==> src/rtl/bidir_bank_pkg.sv <==
`default_nettype none
// ============================================================================
//  Module      : bidir_bank_pkg
//  Description : Shared types and constants for the bidirectional IO bank:
//                direction state encoding, MODE names, turn counter width
//                and the glitch-filter counter width helper.
//  Revision    : 1.0  initial release
// ============================================================================
package bidir_bank_pkg;

    typedef enum logic [1:0] {
        RX      = 2'd0,
        TURN_TX = 2'd1,
        TX      = 2'd2,
        TURN_RX = 2'd3
    } dir_state_t;

    localparam string MODE_INPUT  = "INPUT";
    localparam string MODE_OUTPUT = "OUTPUT";
    localparam string MODE_INOUT  = "INOUT";

    // Wide enough for TURN_CYCLES up to 15
    localparam int TURN_CNT_W = 4;

    // Filter counter only has to hold values 0..depth-1
    function automatic int filt_cnt_w(input int depth);
        int w;
        w = 1;
        for (int i = 1; i < 6; i++) begin
            if ((1 << w) < depth) begin
                w = w + 1;
            end
        end
        return w;
    endfunction

endpackage
`default_nettype wire

==> src/rtl/bidir_bank_chan.sv <==
`default_nettype none
// ============================================================================
//  Module      : bidir_bank_chan
//  Description : One channel of the bidirectional IO bank: output data
//                register, direction FSM with turnaround dead time, input
//                capture register and optional glitch filter.
//                Optional feature macro: BIDIR_BANK_FILTER_EN
//  Revision    : 1.0  initial release
// ============================================================================
module bidir_bank_chan
    import bidir_bank_pkg::*;
#(
    parameter int unsigned TURN_CYCLES = 2,
    parameter int unsigned FILT_DEPTH  = 3,
    parameter bit          RX_ONLY     = 1'b0,
    parameter bit          IN_OFF      = 1'b0
) (
    input  logic clk,
    input  logic rst,
    input  logic i_oqi,
    input  logic i_oqe,
    input  logic i_ie,
    input  logic i_inen,
    input  logic i_iqe,
    input  logic i_pad_i,
    output logic o_pad_o,
    output logic o_pad_oe,
    output logic o_iz,
    output logic o_iqz,
    output logic o_busy
);

    localparam logic [TURN_CNT_W-1:0] c_TURN_LOAD = TURN_CNT_W'(TURN_CYCLES);
    localparam logic [TURN_CNT_W-1:0] c_TURN_ONE  = TURN_CNT_W'(1);
    localparam bit                    c_NO_TURN   = (TURN_CYCLES == 0);

    dir_state_t            r_state;
    logic [TURN_CNT_W-1:0] r_cnt;
    logic                  r_oq;
    logic                  r_iqz;
    logic                  w_ie;
    logic                  w_cap_ok;
    logic                  w_src;

    // An input-only bank never requests the driver
    assign w_ie     = i_ie & ~RX_ONLY;
    // Input side only listens while the pad is not being driven by us
    assign w_cap_ok = i_inen & (r_state == RX) & ~IN_OFF;

    // Output data register, independent of direction
    always_ff @(posedge clk or posedge rst) begin
        if (rst) begin
            r_oq <= 1'b0;
        end else if (i_oqe) begin
            r_oq <= i_oqi;
        end
    end

    // Direction FSM with dead-time counter on every direction change
    always_ff @(posedge clk or posedge rst) begin
        if (rst) begin
            r_state <= RX;
            r_cnt   <= '0;
        end else begin
            case (r_state)
                RX: begin
                    if (w_ie) begin
                        if (c_NO_TURN) begin
                            r_state <= TX;
                        end else begin
                            r_state <= TURN_TX;
                            r_cnt   <= c_TURN_LOAD;
                        end
                    end
                end
                TURN_TX: begin
                    if (!w_ie) begin
                        r_state <= RX;
                        r_cnt   <= '0;
                    end else if (r_cnt == c_TURN_ONE) begin
                        r_state <= TX;
                        r_cnt   <= '0;
                    end else begin
                        r_cnt <= r_cnt - 1'b1;
                    end
                end
                TX: begin
                    if (!w_ie) begin
                        if (c_NO_TURN) begin
                            r_state <= RX;
                        end else begin
                            r_state <= TURN_RX;
                            r_cnt   <= c_TURN_LOAD;
                        end
                    end
                end
                TURN_RX: begin
                    // Release always runs to completion so the bus gets its full dead time
                    if (r_cnt == c_TURN_ONE) begin
                        r_state <= RX;
                        r_cnt   <= '0;
                    end else begin
                        r_cnt <= r_cnt - 1'b1;
                    end
                end
                default: begin
                    r_state <= RX;
                    r_cnt   <= '0;
                end
            endcase
        end
    end

`ifdef BIDIR_BANK_FILTER_EN
    localparam int                  c_FCNT_W   = filt_cnt_w(int'(FILT_DEPTH));
    localparam logic [c_FCNT_W-1:0] c_FCNT_TOP = c_FCNT_W'(FILT_DEPTH - 1);

    logic [c_FCNT_W-1:0] r_fcnt;
    logic                r_filt;

    // Glitch filter: flip only after FILT_DEPTH consecutive differing samples
    always_ff @(posedge clk or posedge rst) begin
        if (rst) begin
            r_fcnt <= '0;
            r_filt <= 1'b0;
        end else if (!w_cap_ok) begin
            r_fcnt <= '0;
            r_filt <= 1'b0;
        end else if (i_pad_i == r_filt) begin
            r_fcnt <= '0;
        end else if (r_fcnt == c_FCNT_TOP) begin
            r_fcnt <= '0;
            r_filt <= ~r_filt;
        end else begin
            r_fcnt <= r_fcnt + 1'b1;
        end
    end

    assign w_src = r_filt;
`else
    assign w_src = i_pad_i;
`endif

    // Input capture register, blocked while driving or turning around
    always_ff @(posedge clk or posedge rst) begin
        if (rst) begin
            r_iqz <= 1'b0;
        end else if (i_iqe && w_cap_ok) begin
            r_iqz <= w_src;
        end
    end

    assign o_pad_o  = r_oq;
    assign o_pad_oe = (r_state == TX);
    assign o_busy   = (r_state == TURN_TX) || (r_state == TURN_RX);
    assign o_iz     = IN_OFF ? 1'b0 : (i_inen & i_pad_i);
    assign o_iqz    = r_iqz;

endmodule
`default_nettype wire

==> src/rtl/bidir_bank.sv <==
`default_nettype none
// ============================================================================
//  Module      : bidir_bank
//  Description : WIDTH-channel bidirectional IO bank for pad primitives.
//                Registered output data, per-channel direction FSM with
//                bus-turnaround dead time, combinational and registered
//                input paths.
//                Optional feature macro: BIDIR_BANK_FILTER_EN (glitch filter)
//  Revision    : 1.0  initial release
// ============================================================================
module bidir_bank
    import bidir_bank_pkg::*;
#(
    parameter int unsigned WIDTH       = 4,
    parameter string       MODE        = "INOUT",
    parameter int unsigned TURN_CYCLES = 2,
    parameter int unsigned FILT_DEPTH  = 3
) (
    input  logic             IQC,
    input  logic             IQR,
    input  logic [WIDTH-1:0] OQI,
    input  logic             OQE,
    input  logic [WIDTH-1:0] IE,
    input  logic [WIDTH-1:0] INEN,
    input  logic             IQE,
    input  logic [WIDTH-1:0] PAD_I,
    output logic [WIDTH-1:0] PAD_O,
    output logic [WIDTH-1:0] PAD_OE,
    output logic [WIDTH-1:0] IZ,
    output logic [WIDTH-1:0] IQZ,
    output logic [WIDTH-1:0] BUSY
);

    localparam bit c_RX_ONLY = (MODE == MODE_INPUT);
    localparam bit c_IN_OFF  = (MODE == MODE_OUTPUT);

    for (genvar g = 0; g < int'(WIDTH); g++) begin : g_chan
        bidir_bank_chan #(
            .TURN_CYCLES (TURN_CYCLES),
            .FILT_DEPTH  (FILT_DEPTH),
            .RX_ONLY     (c_RX_ONLY),
            .IN_OFF      (c_IN_OFF)
        ) u_chan (
            .clk      (IQC),
            .rst      (IQR),
            .i_oqi    (OQI[g]),
            .i_oqe    (OQE),
            .i_ie     (IE[g]),
            .i_inen   (INEN[g]),
            .i_iqe    (IQE),
            .i_pad_i  (PAD_I[g]),
            .o_pad_o  (PAD_O[g]),
            .o_pad_oe (PAD_OE[g]),
            .o_iz     (IZ[g]),
            .o_iqz    (IQZ[g]),
            .o_busy   (BUSY[g])
        );
    end

endmodule
`default_nettype wire

==> config.mk <==
export PLATFORM = sky130hd
export DESIGN_NAME = bidir_bank
export DESIGN_NICKNAME = d
export VERILOG_FILES = /design/src/rtl/bidir_bank_pkg.sv /design/src/rtl/bidir_bank_chan.sv /design/src/rtl/bidir_bank.sv
export SDC_FILE = /design/constraint.sdc
export NUM_CORES = 1
export LEC_CHECK = 0
export BUFFER_PORTS_ARGS = -buffer_cell sky130_fd_sc_hd__buf_2
export CAP_MARGIN = 20
export CORE_UTILIZATION = 35
export CTS_BUF_LIST = sky130_fd_sc_hd__clkbuf_2
export CTS_CLUSTER_DIAMETER = 100
export DETAILED_ROUTE_END_ITERATION = 6
export MAX_ROUTING_LAYER = met4
export SLEW_MARGIN = 15
export SYNTH_ARGS = -nofsm -noshare
export SYNTH_HDL_FRONTEND = slang
export SYNTH_SLANG_ARGS = --single-unit
==> constraint.sdc <==
create_clock -name IQC -period 1.7 [get_ports IQC]
set_input_delay 0.425 -clock IQC [delete_from_list [all_inputs] [get_ports IQC]]
set_output_delay 0.425 -clock IQC [all_outputs]
set_load 0.05 [all_outputs]
==> results.sh, run 1 <==
export IMPL_clkTransAtPathRegs_ps=170
export IMPL_ios=40
export IMPL_power_internal_mw=2.18
export IMPL_skew_ps=21.0
export IMPL_synthesis_nets=217
export IMPL_reg2reg_setup_slack_ps=230
export IMPL_vias=1377
export IMPL_die_h_um=75.3
export IMPL_initial_core_util_pct=36.6
export IMPL_design_area_sq_um=2150
export IMPL_rsz0062_at_grt="no"
export IMPL_wl_met1_um=1590
export IMPL_num_rows=26
export IMPL_track_usage_pct=13.6
export IMPL_clkPwrFrac_pct=8.9
export IMPL_clockBufferDepth=2
export IMPL_synth_seq_cells=32
export IMPL_p_sw_mw=1.93
export IMPL_worstSetupPathType="flop to output port"
export IMPL_n_antenna_cell=0
export IMPL_yosysMostFrequentCell="dfrtp_1"
export IMPL_die_x_um=75.3
export IMPL_cp_required_ps=1270
export IMPL_wl_per_cell_um=11.8
export IMPL_cts_htree_levels=2
export IMPL_yosysWarnings=0
export IMPL_core_area_sq_um=5140
export IMPL_synthTopCellsByCount="32 x dfrtp_1, 20 x buf_4, 13 x inv_1"
export IMPL_gp_congestion=0.819
export IMPL_hold_ws_ps=98.6
export IMPL_grt_ovfl_total=0
export IMPL_setup_slack_ps=92.8
export IMPL_max_slew_margin_rel_pct=72.0
export IMPL_critPathMaxFanout=4
export IMPL_leakage_nw=1.02
export IMPL_power_mw=4.11
export IMPL_comb_power_share_pct=56.2
export IMPL_period_share_pct=94.5
export IMPL_grt_max_degree=33
export IMPL_grt_pass1_wl_um=5580
export IMPL_dp_slack_ps=252
export IMPL_first_global_vias=1264
export IMPL_cts_buffers=5
export IMPL_ctsHoldBuffers=0
export IMPL_finalWirelength_um=3410
export IMPL_ir_worst_vdd_v=0.000748
export IMPL_switching_share_pct=46.9
export IMPL_drc=0
export IMPL_topRoutingLayerUsed="met4"
export IMPL_dr_pass1_iters=4
export IMPL_met2_length_um=1670
export IMPL_setup_viol=0
export IMPL_cts_tree="built"
export IMPL_fin_crit_ps=1610
export IMPL_fin_nets=247
export IMPL_post_dp_hpwl_um=2430
export IMPL_final_layout_size_suffix_gt1_share_pct=36.8
export IMPL_arrival_ps=1180
export IMPL_clk_latency_ps=370
export IMPL_crit_path_end_kind="output port"
export IMPL_antenna_found_initial=0
export IMPL_pwr_share_seq_pct=34.9
export IMPL_power_density_nw_per_um2=1910
export IMPL_status="complete, no violations"
export IMPL_synth_ff_type="dfrtp_1"
export IMPL_wl_met3_um=110
export IMPL_maxSlewViolCount=0
export IMPL_portBuffers=39
export IMPL_avgSynthCellArea_sq_um=9.95
export IMPL_max_freq_mhz=622
export IMPL_worst_slew_pin_slew_ps=420
export IMPL_hold_violations=0
export IMPL_start_kind="flop"
export IMPL_synth_cell_type_count=38
export IMPL_tns_ps=0
export IMPL_synthTopCellsByArea="dfrtp_1 43%, buf_4 8.0%, ha_1 5.3%, mux2_2 4.2%, o21a_1 2.8%"
export IMPL_ant_nets=0
export IMPL_syn_to_final_growth_pct=14.2
export IMPL_place_area_sq_um=2000
export IMPL_dr_first_iter_drc_count=83
export IMPL_yosysSeqAreaShare_pct=42.6
export IMPL_cts_sinks=32
export IMPL_synth_edff_count=0
export IMPL_die_area_sq_um=5670
export IMPL_synth_cells=189
export IMPL_async_flop_share_pct=100
export IMPL_synth_top_area_cell="dfrtp_1"
export IMPL_root_buffer="clkbuf_2"
export IMPL_vias_per_cell=4.75
export IMPL_synth_top_cell_area_share_pct=42.6
export IMPL_hold_path_class="primary input to asynchronous set/reset pin"
export IMPL_max_cap_violations=0
export IMPL_syn_area_sq_um=1880
[power by group through the flow]
stage          logic (mW)  clock network (mW)  registers [mW]
6_report             2.31               0.367            1.43
3_3_place_gp         2.01                   0            1.48
2_1_floorplan        1.97                   0            1.35
5_1_grt              2.54               0.427            1.50
4_1_cts              2.16               0.397            1.46
3_5_place_dp         2.03                   0            1.49
[timing repair]
item	4_1_cts	5_1_grt
resized for setup	12	7
buffers inserted	3	6
endpoints found under the setup margin	5	4
hold endpoints to repair	0	0
[path summary, 6_finish.rpt]
kind / cells past startpoint / endpoint / startpoint
setup / recovery: 2 / PAD_OE[3] / g_chan[3].u_chan.r_state[0]
hold / removal: 3 / g_chan[0].u_chan.r_cnt[1] / IQR
setup reg to reg: 5 / flop / g_chan[2].u_chan.r_cnt[1]
hold reg to reg: 1 / g_chan[3].u_chan.o_iqz / g_chan[3].u_chan.o_iqz
max in group asynchronous: 3 / asynchronous set/reset pin / IQR
min in group IQC: 2 / g_chan[0].u_chan.o_pad_o / OQI[0]
[worst max-delay path, cell delays in order (launching register included)]
cell and delay [ps]:
dfrtp_1 470, nor2b_2 160, buf_6 170
[routing by layer]
| layer | GRT usage (%) | vias to the layer above |
|---|---|---|
| met5 | - | - |
| met4 | 5.56 | 0 |
| met3 | 3.57 | 4 |
| met2 | 21.3 | 23 |
| met1 | 16.8 | 658 |
| li1 | - | 692 |
[cells by family after synthesis]
group / synth area share [%]
xor gates and xnor gates: 3.26
and+or+nand+nor: 13.3
DFF: 42.6
buffers and inverters: 12.2
AOI/OAI and AO/OA: 16.8
adders and majority gates: 5.32
muxes: 6.59
[metrics by stage]
stage	util, %	instances
final	41.8	290
after global routing	41.8	290
after CTS	40.5	284
after detailed placement	38.9	273
after global placement	38.9	273
after floorplan	-	189
[layout by cell type (no fill, tap or decap), types with 6 or more instances in the layout]
master,n
buf_4,11
ha_1,8
buf_2,35
clkbuf_2,7
inv_1,13
nor3_1,9
nor2_1,10
dfrtp_1,25
o21ai_0,6
o21a_1,7
nand2_1,6
dfrtp_2,7
a21oi_1,7
mux2_2,7
[layout make-up]
type / count / area [sq um]
inverter: 13 / 48.8
multi-input combinational: 117 / 861
fill: 535 / 2990
tap: 70 / 87.6
sequential: 32 / 810
clock inverter: 1 / 3.75
timing repair buffer: 50 / 303
clock buffer: 7 / 35.0
Note: power is estimated with default switching activity, not from simulation.
==> inputs of run 2 (changes only) <==
Settings changed: CELL_PAD_IN_SITES_DETAIL_PLACEMENT from default to 0, CELL_PAD_IN_SITES_GLOBAL_PLACEMENT from default to 1, PLACE_DENSITY_LB_ADDON from default to 0.1, TNS_END_PERCENT from default to 100.
==> run 2 against run 1 <==
  * Sequential share of layout area about the same
  * Critical path depth unchanged
  * Setup slack better by 13 ps
  * Design area about the same
  * Total power up 0.29%
  * Maximum frequency up 0.83%
  * Largest power group unchanged
==> results.sh, run 2 (synthesis gave the netlist of run 1 again) <==
export IMPL_wl_per_cell_um=12.3
export IMPL_cp_required_ps=1270
export IMPL_worst_path_largest_cell_delay_ps=460
export IMPL_hold_ws_ps=132
export IMPL_slowest_stage="dfrtp_2"
export IMPL_cts_sinks=32
export IMPL_post_dp_hpwl_um=2650
export IMPL_root_buffer="clkbuf_2"
export IMPL_maxSlewViolCount=0
export IMPL_track_usage_pct=14.8
export IMPL_fin_nets=249
export IMPL_max_slew_margin_rel_pct=72.8
export IMPL_design_area_sq_um=2150
export IMPL_max_freq_mhz=627
export IMPL_grt_ovfl_total=0
export IMPL_power_density_nw_per_um2=1920
export IMPL_syn_to_final_growth_pct=14.3
export IMPL_clkTransAtPathRegs_ps=170
export IMPL_hold_path_class="primary input to asynchronous set/reset pin"
export IMPL_arrival_ps=1170
export IMPL_cts_buffers=5
export IMPL_die_area_sq_um=5670
export IMPL_die_h_um=75.3
export IMPL_final_util_pct=41.8
export IMPL_clockBufferDepth=2
export IMPL_status="complete, no violations"
export IMPL_dr_first_iter_drc_count=56
export IMPL_vias_per_cell=4.81
export IMPL_r2r_cells=5
export IMPL_first_global_vias=1360
export IMPL_critPathMaxFanout=4
export IMPL_reg2reg_setup_slack_ps=180
export IMPL_path_buf_inv=1
export IMPL_ios=40
export IMPL_tns_ps=0
export IMPL_final_layout_size_suffix_gt1_share_pct=35.7
export IMPL_leakage_nw=1.02
export IMPL_place_area_sq_um=2000
export IMPL_n_antenna_cell=0
export IMPL_start_kind="flop"
export IMPL_vias=1401
export IMPL_hold_violations=0
export IMPL_initial_core_util_pct=36.6
export IMPL_cp_top_family="flip-flops"
export IMPL_antenna_found_initial=0
export IMPL_power_mw=4.12
export IMPL_period_share_pct=93.8
export IMPL_final_cell_mix="35 x buf_2, 25 x dfrtp_1, 15 x buf_4"
export IMPL_grt_max_degree=33
export IMPL_setup_viol=0
export IMPL_finalWirelength_um=3590
export IMPL_fin_crit_ps=1590
export IMPL_cts_htree_levels=2
export IMPL_layout_commonest_cell="buf_2"
export IMPL_cts_tree="built"
export IMPL_core_area_sq_um=5140
export IMPL_worstSetupPathType="flop to output port"
export IMPL_skew_ps=10.8
export IMPL_timing_rr_start="g_chan[2].u_chan.r_cnt[1]"
export IMPL_worst_slew_pin_slew_ps=408
export IMPL_portBuffers=39
export IMPL_ant_nets=0
export IMPL_worstPathCellList="nor2b_1 > buf_4"
export IMPL_grt_pass1_wl_um=6000
export IMPL_gp_congestion=0.742
export IMPL_max_cap_violations=0
export IMPL_drc=0
export IMPL_clk_latency_ps=340
export IMPL_ctsHoldBuffers=0
export IMPL_num_rows=26
export IMPL_crit_path_end_kind="output port"
export IMPL_dr_pass1_iters=4
export IMPL_die_x_um=75.3
export IMPL_ir_worst_vdd_v=0.000833
-- run 2: final cells by class --
type                       count  area, sq um
sequential                    32          810
tap                           70         87.6
clock inverter                 2         7.51
fill                         549         2990
multi-input combinational    117          861
timing repair buffer          52          310
clock buffer                   5         25.0
inverter                      13         48.8
-- run 2: tightest hold or removal path: cells and delay by family --
family                 cells  cell delay (ps)
buffers and inverters      3              490
-- run 2: per-layer routing --
| layer | global-route usage (%) | vias up | routed length [um] |
|---|---|---|---|
| met5 | - | - | 0 |
| met4 | 7.82 | 0 | 85 |
| met3 | 4.23 | 9 | 141 |
| met2 | 23.0 | 29 | 1750 |
| met1 | 17.3 | 667 | 1610 |
| li1 | - | 696 | - |
-- run 2: what timing repair did --
action | in CTS | in global routing
gates resized for setup | 12 | 4
cloned | 0 | 0
endpoints found under the setup margin | 4 | 4
setup buffers | 0 | 11
-- run 2: worst max path at each step --
stage,startpoint,to,slack (ps),cells past startpoint
after floorplan,g_chan[2].u_chan.r_cnt[1],flop,360,5
after global placement,g_chan[2].u_chan.r_cnt[1],flop,300,5
after detailed placement,g_chan[2].u_chan.r_cnt[1],flop,230,5
after CTS,flop,PAD_OE[0],6,2
after global routing,flop,PAD_OE[0],-0.4,2
final,g_chan[2].u_chan.r_state[0],PAD_OE[2],110,2
-- run 2: metrics by stage --
stage / setup WS (ps) / cells
floorplan: 356 / 189
global placement: 301 / 273
detailed placement: 228 / 273
CTS: 5.58 / 280
global route: -0.357 / 291
finish: 106 / 291
-- run 2: power by group --
part	internal, mW	switching, mW	leakage, nW	total, mW
clock network	0.0851	0.251	0.0239	0.336
registers	1.10	0.338	0.381	1.44
logic	0.989	1.36	0.619	2.35
==> inputs of run 3 (changes only) <==
Settings changed: SETUP_SLACK_MARGIN from default to 0.5.
==> run 3 against run 2 <==
  * Global-route usage up 2.4 points
  * Non-clock buffer count up 25
  * Count of clock-buffer cells in the layout up 2
  * Via count up 9.9%
  * Die area unchanged
  * Clock skew up 2.7 ps
==> results.sh, run 3 (synthesis gave the netlist of run 1 again) <==
export IMPL_status="complete, no violations"
export IMPL_slowest_stage="dfrtp_2"
export IMPL_setup_slack_ps=145
export IMPL_setup_viol=0
export IMPL_gp_congestion=0.748
export IMPL_grt_max_degree=33
export IMPL_p_sw_mw=2.44
export IMPL_num_rows=26
export IMPL_core_area_sq_um=5140
export IMPL_vias=1539
export IMPL_cts_sinks=32
export IMPL_track_usage_pct=17.2
export IMPL_final_layout_size_suffix_gt1_share_pct=61.1
export IMPL_clkTransAtPathRegs_ps=180
export IMPL_die_area_sq_um=5670
export IMPL_ctsHoldBuffers=0
export IMPL_fillers=470
export IMPL_layout_commonest_cell="buf_6"
export IMPL_max_slew_margin_rel_pct=72.1
export IMPL_start_kind="flop"
export IMPL_fin_nets=274
export IMPL_ir_worst_vdd_v=0.000911
export IMPL_power_density_nw_per_um2=1930
export IMPL_clockBufferDepth=2
export IMPL_post_dp_hpwl_um=2670
export IMPL_dp_slack_ps=269
export IMPL_cts_tree="built"
export IMPL_critPathMaxFanout=3
export IMPL_worst_path_largest_cell_delay_ps=480
export IMPL_maxSlewViolCount=0
export IMPL_initial_core_util_pct=36.6
export IMPL_root_buffer="clkbuf_2"
export IMPL_dr_first_iter_drc_count=58
export IMPL_portBuffers=39
export IMPL_startpoint="g_chan[2].u_chan.r_state[0]"
export IMPL_antenna_found_initial=0
export IMPL_cts_htree_levels=2
export IMPL_period_share_pct=91.4
export IMPL_clk_latency_ps=360
export IMPL_hold_path_class="primary input to asynchronous set/reset pin"
export IMPL_wl_per_cell_um=13.5
export IMPL_hold_violations=0
export IMPL_arrival_ps=1130
export IMPL_ios=40
export IMPL_switching_share_pct=44.4
export IMPL_ant_nets=0
export IMPL_pwr_share_seq_pct=26.2
export IMPL_worstPathCellList="nor2b_4 > buf_6"
export IMPL_power_internal_mw=3.05
export IMPL_clkPwrFrac_pct=6.6
export IMPL_skew_ps=13.5
export IMPL_comb_power_share_pct=67.1
export IMPL_timing_rr_start="g_chan[3].u_chan.r_state[0]"
export IMPL_syn_to_final_growth_pct=51.0
export IMPL_cp_required_ps=1270
export IMPL_grt_ovfl_total=0
export IMPL_leakage_nw=1.29
export IMPL_fin_crit_ps=1550
export IMPL_worst_slew_pin_slew_ps=417
export IMPL_rsz0062_at_grt="yes"
export IMPL_grt_pass1_wl_um=6960
export IMPL_final_cell_mix="29 x buf_6, 25 x buf_4, 22 x dfrtp_1"
export IMPL_max_cap_violations=0
export IMPL_dr_pass1_iters=4
export IMPL_tns_ps=0
export IMPL_die_h_um=75.3
export IMPL_finalWirelength_um=4290
export IMPL_cts_buffers=5
export IMPL_crit_path_end_kind="output port"
export IMPL_max_freq_mhz=643
export IMPL_worstSetupPathType="flop to output port"
export IMPL_n_antenna_cell=0
export IMPL_first_global_vias=1612
export IMPL_drc=0
export IMPL_vias_per_cell=4.85
export IMPL_die_x_um=75.3
run 3: cell count changes in the layout (fill, tap and decap cells not counted), moves of 4 or more:
cell | previous run | this run
inv_1 | 13 | 9
inv_2 | 0 | 4
and2_4 | 0 | 5
buf_6 | 2 | 29
ha_1 | 8 | 4
buf_4 | 15 | 25
buf_2 | 35 | 12
and2_1 | 5 | 0
nor3_1 | 9 | 5
buf_8 | 0 | 11
run 3: layout make-up:
cell class | count | area [sq um] | area share (%)
timing repair buffer | 77 | 739 | 26.0
clock buffer | 7 | 35.0 | 1.23
inverter | 13 | 48.8 | 1.72
tap | 70 | 87.6 | 3.08
sequential | 32 | 813 | 28.6
multi-input combinational | 117 | 1110 | 39.2
clock inverter | 1 | 3.75 | 0.132
run 3: per-stage QoR:
stage	util, %	cells	hold WS [ps]	total power [mW]	cell area (sq um)
3_3_place_gp	39.5	273	465	3.57	2030
4_1_cts	51.3	309	117	5.00	2640
5_1_grt	55.3	317	137	5.84	2840
2_1_floorplan	-	189	459	3.47	1940
6_report	55.3	317	113	5.48	2840
3_5_place_dp	39.5	273	483	3.63	2030
run 3: repair_timing:
action,4_1_cts,5_1_grt
resized for setup,95,40
setup buffers,28,8
pin swaps,20,13
endpoints found under the hold margin,0,0
setup endpoints to repair,37,45
run 3: path summary, 6_finish.rpt:
kind | end | slack [ps] | depth (start not counted)
max | PAD_OE[2] | 150 | 2
min | g_chan[0].u_chan.r_cnt[3] | 110 | 3
max reg2reg | g_chan[3].u_chan.o_iqz | 300 | 5
min reg2reg | g_chan[1].u_chan.r_cnt[0] | 540 | 1
max in group asynchronous | g_chan[3].u_chan.r_state[0] | 1250 | 3
min in group IQC | g_chan[3].u_chan.o_pad_o | 290 | 2
run 3: power by group through the flow:
stage / registers (mW) / clock network [mW] / logic, mW
floorplan: 1.37 / 0 / 2.10
global placement: 1.51 / 0 / 2.05
detailed placement: 1.53 / 0 / 2.10
CTS: 1.41 / 0.378 / 3.22
global route: 1.48 / 0.410 / 3.95
finish: 1.44 / 0.364 / 3.68
run 3: critical path: cells and delay by family (launching register included):
| kind | cells | cell delay [ps] |
|---|---|---|
| buffers and inverters | 1 | 160 |
| AND/OR/NAND/NOR | 1 | 130 |
| flip-flops | 1 | 480 |
run 3: layer usage:
metal	part of all wire [%]	track usage (%)
met1	40	18.4
met3	3.4	4.50
met2	55	29.8
met5	0	-
met4	1.7	7.61
